## src/rtl/cpu_pkg.sv

```systemverilog
// cpu_pkg: shared widths, opcode encodings and sequencer state codes
// for the 16-bit ALU issue/writeback stage.
package cpu_pkg;
    localparam int REG_W = 16;
    localparam int REG_N = 8;
    localparam int REG_A = $clog2(REG_N);
    typedef logic [REG_W-1:0] word_t;
    typedef logic [REG_A-1:0] raddr_t;
    localparam logic [7:0] OP_NOP = 8'h00;
    localparam logic [7:0] OP_SUB = 8'h01;
    localparam logic [7:0] OP_ADC = 8'h02;
    localparam logic [7:0] OP_MUL = 8'h03;
    localparam logic [1:0] IDLE = 2'd0;
    localparam logic [1:0] WAIT = 2'd1;
    localparam logic [1:0] WB   = 2'd2;
endpackage

```

## src/rtl/regfile_8x16.sv

```systemverilog
// regfile_8x16: 8x16 register file with one synchronous write port,
// two combinational operand reads and a combinational debug read.
module regfile_8x16
    import cpu_pkg::*;
(
    input  logic   clk,
    input  logic   rst_n,
    input  logic   we_i,
    input  raddr_t wa_i,
    input  word_t  wd_i,
    input  raddr_t ra_i,
    input  raddr_t rb_i,
    input  raddr_t dbg_i,
    output word_t  ra_o,
    output word_t  rb_o,
    output word_t  dbg_o
);
    word_t mem_q [REG_N];

    always_ff @(posedge clk or negedge rst_n) begin
        if (!rst_n) begin
            for (int i = 0; i < REG_N; i++) mem_q[i] <= '0;
        end else if (we_i) begin
            mem_q[wa_i] <= wd_i;
        end
    end

    assign ra_o  = mem_q[ra_i];
    assign rb_o  = mem_q[rb_i];
    assign dbg_o = mem_q[dbg_i];
endmodule

```

## src/rtl/alu_sequencer.sv

```systemverilog
// alu_sequencer: issues one instruction at a time to an external ALU,
// waits ALU_LAT edges, then writes acc/c back and latches the flags.
module alu_sequencer
    import cpu_pkg::*;
#(
    parameter int unsigned ALU_LAT = 1,
    parameter logic [7:0]  NOP_OP  = OP_NOP
) (
    input  logic       clk,
    input  logic       rst_n,
    input  logic       instr_valid,
    output logic       instr_ready,
    input  logic [7:0] instr_op,
    input  raddr_t     instr_rd,
    input  raddr_t     instr_ra,
    input  raddr_t     instr_rb,
    input  logic       ld_en,
    input  raddr_t     ld_addr,
    input  word_t      ld_data,
    output word_t      alu_a,
    output word_t      alu_b,
    output logic [7:0] alu_op,
    output logic       alu_cf,
    input  word_t      alu_acc,
    input  word_t      alu_c,
    input  logic       alu_c_flag,
    input  logic       alu_z_flag,
    input  logic       alu_o_flag,
    output logic       cf_q,
    output logic       zf_q,
    output logic       of_q,
    output word_t      hi_q,
    output logic       done,
    input  raddr_t     dbg_addr,
    output word_t      dbg_data
);
    localparam logic [3:0] LAT_M1 = 4'(ALU_LAT - 1);

    logic [1:0] state_q, state_d;
    logic [3:0] cnt_q, cnt_d;
    raddr_t     rd_q, wa;
    word_t      rdata_a, rdata_b, wd;
    logic       accept, issue, we;

    assign instr_ready = (state_q == IDLE) && !ld_en;
    assign accept      = instr_valid && instr_ready;
    assign issue       = accept && (instr_op != NOP_OP);
    assign alu_cf      = cf_q;
    // The single write port is shared: writeback in WB, direct loads only in IDLE.
    assign we = (state_q == WB) || ((state_q == IDLE) && ld_en);
    assign wa = (state_q == WB) ? rd_q : ld_addr;
    assign wd = (state_q == WB) ? alu_acc : ld_data;

    always_comb begin
        state_d = (state_q == IDLE) ? (issue ? WAIT : IDLE)
                : (state_q == WAIT) ? ((cnt_q == '0) ? WB : WAIT)
                : IDLE;
        cnt_d   = issue ? LAT_M1 : (state_q == WAIT) ? cnt_q - 4'd1 : cnt_q;
    end

    always_ff @(posedge clk or negedge rst_n) begin
        if (!rst_n) begin
            state_q <= IDLE;
            cnt_q   <= '0;
            rd_q    <= '0;
            alu_a   <= '0;
            alu_b   <= '0;
            alu_op  <= '0;
            hi_q    <= '0;
            cf_q    <= 1'b0;
            zf_q    <= 1'b0;
            of_q    <= 1'b0;
            done    <= 1'b0;
        end else begin
            state_q <= state_d;
            cnt_q   <= cnt_d;
            done    <= (accept && !issue) || (state_q == WB);
            if (issue) begin
                alu_a  <= rdata_a;
                alu_b  <= rdata_b;
                alu_op <= instr_op;
                rd_q   <= instr_rd;
            end
            if (state_q == WB) begin
                hi_q <= alu_c;
                cf_q <= alu_c_flag;
                zf_q <= alu_z_flag;
                of_q <= alu_o_flag;
            end
        end
    end

    regfile_8x16 u_rf (
        .clk   (clk),
        .rst_n (rst_n),
        .we_i  (we),
        .wa_i  (wa),
        .wd_i  (wd),
        .ra_i  (instr_ra),
        .rb_i  (instr_rb),
        .dbg_i (dbg_addr),
        .ra_o  (rdata_a),
        .rb_o  (rdata_b),
        .dbg_o (dbg_data)
    );
endmodule

```

## config.mk

```make
export PLATFORM = sky130hd
export DESIGN_NAME = alu_sequencer
export DESIGN_NICKNAME = d
export VERILOG_FILES = /design/src/rtl/cpu_pkg.sv /design/src/rtl/regfile_8x16.sv /design/src/rtl/alu_sequencer.sv
export SDC_FILE = /design/constraint.sdc
export NUM_CORES = 1
export LEC_CHECK = 0
export ABC_AREA = 1
export BUFFER_PORTS_ARGS = -buffer_cell sky130_fd_sc_hd__buf_4
export CORE_UTILIZATION = 45
export CTS_CLUSTER_DIAMETER = 100
export DETAILED_ROUTE_END_ITERATION = 7
export GPL_TIMING_DRIVEN = 0
export PLACE_DENSITY = 0.74
export SLEW_MARGIN = 25
export SYNTH_ARGS = -nofsm -noshare
export SYNTH_HDL_FRONTEND = slang
export SYNTH_SLANG_ARGS = --single-unit
```

## constraint.sdc

```tcl
create_clock -name clk -period 1.9 [get_ports clk]
set_input_delay 0.19 -clock clk [delete_from_list [all_inputs] [get_ports clk]]
set_output_delay 0.19 -clock clk [all_outputs]
set_load 0.01 [all_outputs]
```

==> results <==
- The flow ran to the end, and the final reports show no timing, DRC or antenna violations.
- The worst register-to-register path has a depth of 9.
- In the synthesized netlist, the cells that appear most often are sky130_fd_sc_hd__nand2_1 (815), sky130_fd_sc_hd__nand3_1 (357), sky130_fd_sc_hd__dfrtp_1 (197).
- The wire length of the first global-routing pass is 71600 µm.
- The post-detailed-route count of antenna-violating nets is 0.
- Synthesis produced a netlist with a net count of 1882.
- The accumulated negative setup slack is 0 ns.
- The worst pin sits at a relative slew slack of between 40% and 50%.
- In this run the deepest clock path goes through 2 buffers.
- The buffering stage count on the worst path with inverters included is 2.
- In this run, synthesis produced a sequential element count of just under 200.
- The placeable core region is 25400 µm².
- Setup repair after global routing could not meet its margin everywhere.
- The via count of the first global-routing pass came to 12.2k.
- Summed over all nets, the half-perimeter wirelength after detailed placement is 36200 µm.
- Relative to the synthesized area, the layout overhead comes to 23.0%.
- The synthesized design devotes to its leading area cell type roughly 42% of total area.
- The gate count after technology mapping is 1803.
- The H-tree generated during clock tree synthesis spans 4 levels.
- In this run the core area contains 58 standard-cell rows.
- Input and output buffers added on the ports amount to 149.
- The data arrival time of the worst path is 1.68 ns.
- The number of fill cells is 2506.
- The maximum fanout along the worst path is 3.
- The multi-input combinational cell area is 5760 µm².
- The path with the worst hold slack has its endpoint at done.
- Counting distinct cell types in the post-synthesis netlist gives 23.
- The post-route standard cell area excluding fillers is 14400 µm².
- In the synthesized netlist the async set-or-reset flop fraction comes to 100%.
- The number of hold violations in the final report is 0.
- Dividing the synthesized area by the synthesized cell count gives around 6.5 µm².
- The number of max-capacitance violations reported is 0.
- The initial DRC count is between 1.5k and 2k.
- Among cell families on the critical path, the largest total delay comes from flip-flops.
- The kind of start point of the critical path is a flop.
- After synthesis, flip-flops and latches occupy around 42% of the total area.
- The critical path's largest stage delay is 0.38 ns.
- Detailed routing inserted a total of 13.1k vias.
- In this design, the critical path's most frequently occurring cell is sky130_fd_sc_hd__nand2_1.
- Setup slack on the worst reg-to-reg path comes out at 0.04 ns.
- The cell area after technology mapping is 11700 µm².
- Global routing consumed, over all layers together, a little over a third of the routing resources.
- The overall die width is roughly 160 µm.
- Among all cell types in the netlist, the one instantiated most often is sky130_fd_sc_hd__nand2_1.
- The root buffer cell chosen for the clock tree is sky130_fd_sc_hd__clkbuf_16.
- The design draws 20.9 mW.
- The launching element of the worst setup path is u_rf.mem_q[40].
- For this design the ratio of total power to cell area is approximately 1500 nW/µm².
- In the synthesized netlist the dominant register cell turns out to be sky130_fd_sc_hd__dfrtp_1.
- The leftover overflow at the end of global routing is 0.
- The data required time of the worst path is 1.71 ns.
- The largest individual stage delay along the critical path comes from the cell sky130_fd_sc_hd__dfrtp_1.
- The Yosys warning count is 0.
- The library cell occupying the most area in the post-synthesis netlist is sky130_fd_sc_hd__dfrtp_1.
- The TritonCTS clock tree is yes.
- The number of remaining DRC errors is 0.
- In this run the top signal layer used is met4.
- The detailed router put a total of a little over 20000 µm of wire on met1.
- The time the final worst path needs with I/O delays and setup is around 1.9 ns.
- The die height is 163 µm.
- The pre-CTS setup slack is -0.346 ns.
- The worst hold path cell count is 3.
- Clock-pin slew was measured on the worst setup and hold paths at 0.09 ns.
- The per-cell routed wire length is 20.2 µm.
- The worst setup path category is reg -> out.
- IR analysis of the VDD net gives a maximum drop of 0.857 mV.
- Routability-driven placement finished with a final weighted congestion of 1.06.
- The count of pins over their slew limit is 0.
- 156 I/O pins were placed.
- Clock latency on the worst-skew pair, taken at its later pin, is 0.46 ns.
- The clock tree skew after final layout is 0.0203 ns.
- 0 antenna diodes ended up in the layout.
- The die area is 26700 µm².
- For this block, the routed nets add up to 47500 µm of wire.
- The placement-stage cell area is 13300 µm².
- The capture point of the worst reg-to-reg path is u_rf.mem_q[33].
- Traced cell by cell, the critical path runs through inv_1 -> a21oi_1 -> o21ai_0 -> nand2_1 -> nand2_1 -> nand2_1 -> buf_4.
- The startpoint identified for the worst register-to-register timing path is state_q[0].
- For this run, the post-layout net count is 2090.
- The post-route netlist has 13.5% of its cells at a drive strength greater than 1.
- Counting flops with a built-in enable in the synthesized netlist gives 0.
- The start point of the worst min-delay path is instr_valid.
- The minimum setup slack in the final design is between 0.03 and 0.04 ns.
- For the pin with the worst max-slew slack, the measured transition is 0.794 ns.
- The first detailed-routing pass took 8 iterations.
- The storage element area is 4930 µm².
- The total clock buffers created by CTS is 17.
- The number of clock sinks seen by CTS is 197.
- The initial core utilization is between 40% and 50%.
- The path class of the tightest hold or removal check is in -> reg.
- Entering global routing, the biggest net connects between 70 and 80 pins.
- Summed over all cells, the static leakage comes to 7.94 nW.
- The number of antenna violations at the first check in global routing came to 0.
- The worst setup path is captured at an output pin.
- The post-detailed-route via-to-cell ratio is approximately 5.6.
- The final critical path takes up 98.4% of the cycle.
- Wire segments on met3 add up to roughly 4800 µm in the final route.
- By area the synthesized netlist is led by sky130_fd_sc_hd__dfrtp_1 (42%), sky130_fd_sc_hd__nand2_1 (26%), sky130_fd_sc_hd__nand3_1 (15%).
- Derived from the worst setup path, the maximum achievable clock frequency is approximately 530 MHz.
- The final count of negative-setup-slack endpoints is 0.
- The routed length on met2 is ~21000 µm.
[cells in the final DEF (no fill, tap or decap), types with 2 or more instances in the layout]
| cell type | instances |
|---|---|
| sky130_fd_sc_hd__buf_2 | 14 |
| sky130_fd_sc_hd__buf_4 | 169 |
| sky130_fd_sc_hd__clkbuf_4 | 6 |
| sky130_fd_sc_hd__dlygate4sd3_1 | 31 |
| sky130_fd_sc_hd__clkbuf_1 | 62 |
| sky130_fd_sc_hd__nand3_1 | 357 |
| sky130_fd_sc_hd__nand2_1 | 811 |
| sky130_fd_sc_hd__clkbuf_16 | 17 |
| sky130_fd_sc_hd__dfrtp_2 | 2 |
| sky130_fd_sc_hd__o21ai_0 | 66 |
| sky130_fd_sc_hd__inv_8 | 4 |
| sky130_fd_sc_hd__inv_2 | 8 |
| sky130_fd_sc_hd__inv_12 | 6 |
| sky130_fd_sc_hd__buf_16 | 2 |
| sky130_fd_sc_hd__buf_6 | 2 |
| sky130_fd_sc_hd__nand2_2 | 8 |
| sky130_fd_sc_hd__clkbuf_2 | 17 |
| sky130_fd_sc_hd__nor2_4 | 7 |
| sky130_fd_sc_hd__clkinv_8 | 3 |
| sky130_fd_sc_hd__dfrtp_1 | 195 |
| sky130_fd_sc_hd__a21oi_1 | 66 |
| sky130_fd_sc_hd__nor2_1 | 12 |
| sky130_fd_sc_hd__buf_1 | 5 |
| sky130_fd_sc_hd__inv_1 | 140 |
| sky130_fd_sc_hd__nand2_4 | 2 |
[per-stage QoR]
stage / std cells / hold slack [ns] / utilization (%)
2_1_floorplan: 1803 / -0.106 / -
3_3_place_gp: 2282 / 0.384 / 52.2
3_5_place_dp: 2284 / 0.125 / 52.4
4_1_cts: 2347 / 0.0651 / 56.3
5_1_grt: 2354 / 0.135 / 56.8
6_report: 2354 / 0.0968 / 56.8
[how the worst max path moves through the flow]
stage	endpoint	slack, ns	depth (start not counted)
finish	dbg_data[8]	0.03	7
global placement	alu_op[7]	-0.73	1
floorplan	u_rf.mem_q[10]	0.36	10
CTS	u_rf.mem_q[9]	-0.0003	7
detailed placement	alu_a[9]	-0.35	6
global route	u_rf.mem_q[118]	-0.03	9
[state kept, by name, indices dropped and copies added, names as in the netlist]
register	cells
u_rf.mem_q	128
alu_a	16
alu_b	16
hi_q	16
alu_op	8
cnt_q	4
rd_q	3
state_q	2
alu_cf	1
done	1
of_q	1
zf_q	1
[power by group]
part / total, mW / internal (mW) / switching, mW
registers: 7.69 / 6.18 / 1.52
clock network: 3.92 / 1.86 / 2.06
logic: 9.31 / 3.20 / 6.11
[logic make-up (layout without fill, tap and decap cells)]
family          Yosys count  after routing  share of synthesized area (%)
simple gates           1200           1200                           42.7
compound gates          135            135                           5.89
fa+ha+maj                 1              1                          0.107
xor+xnor                  1              1                         0.0747
buf+inv                 269            490                           9.24
flops                   197            197                           42.0
[worst register-to-register path, cell delays in order, from the launching register on]
cell,delay (ns)
sky130_fd_sc_hd__dfrtp_2,0.46
sky130_fd_sc_hd__inv_4,0.10
sky130_fd_sc_hd__nand2_2,0.09
sky130_fd_sc_hd__buf_6,0.16
sky130_fd_sc_hd__nand2_1,0.07
sky130_fd_sc_hd__nand2_2,0.09
sky130_fd_sc_hd__nor2_4,0.28
sky130_fd_sc_hd__buf_2,0.30
sky130_fd_sc_hd__nand3_1,0.13
sky130_fd_sc_hd__nand2_1,0.12
[timing repair]
action,in CTS,in global routing
endpoints found under the setup margin,88,161
endpoints found under the hold margin,84,0
pin swaps,0,6
hold buffers,31,0
cloned,0,0
setup buffers,0,8
gates resized for setup,13,44
[cell type report]
class,instances,area share [%]
clock inverter,15,1.44
tap,330,2.86
buffer,119,3.97
timing repair buffer,190,10.8
inverter,149,3.90
sequential,197,34.2
multi-input combinational,1337,39.9
clock buffer,17,2.95
[layer usage]
| metal | global-route usage [%] | up-vias |
|---|---|---|
| li1 | - | 6100 |
| met5 | 0 | - |
| met4 | 12.7 | 0 |
| met1 | 50.7 | 6064 |
| met2 | 56.0 | 802 |
| met3 | 5.76 | 102 |
Power figures use the tool's default switching activity.
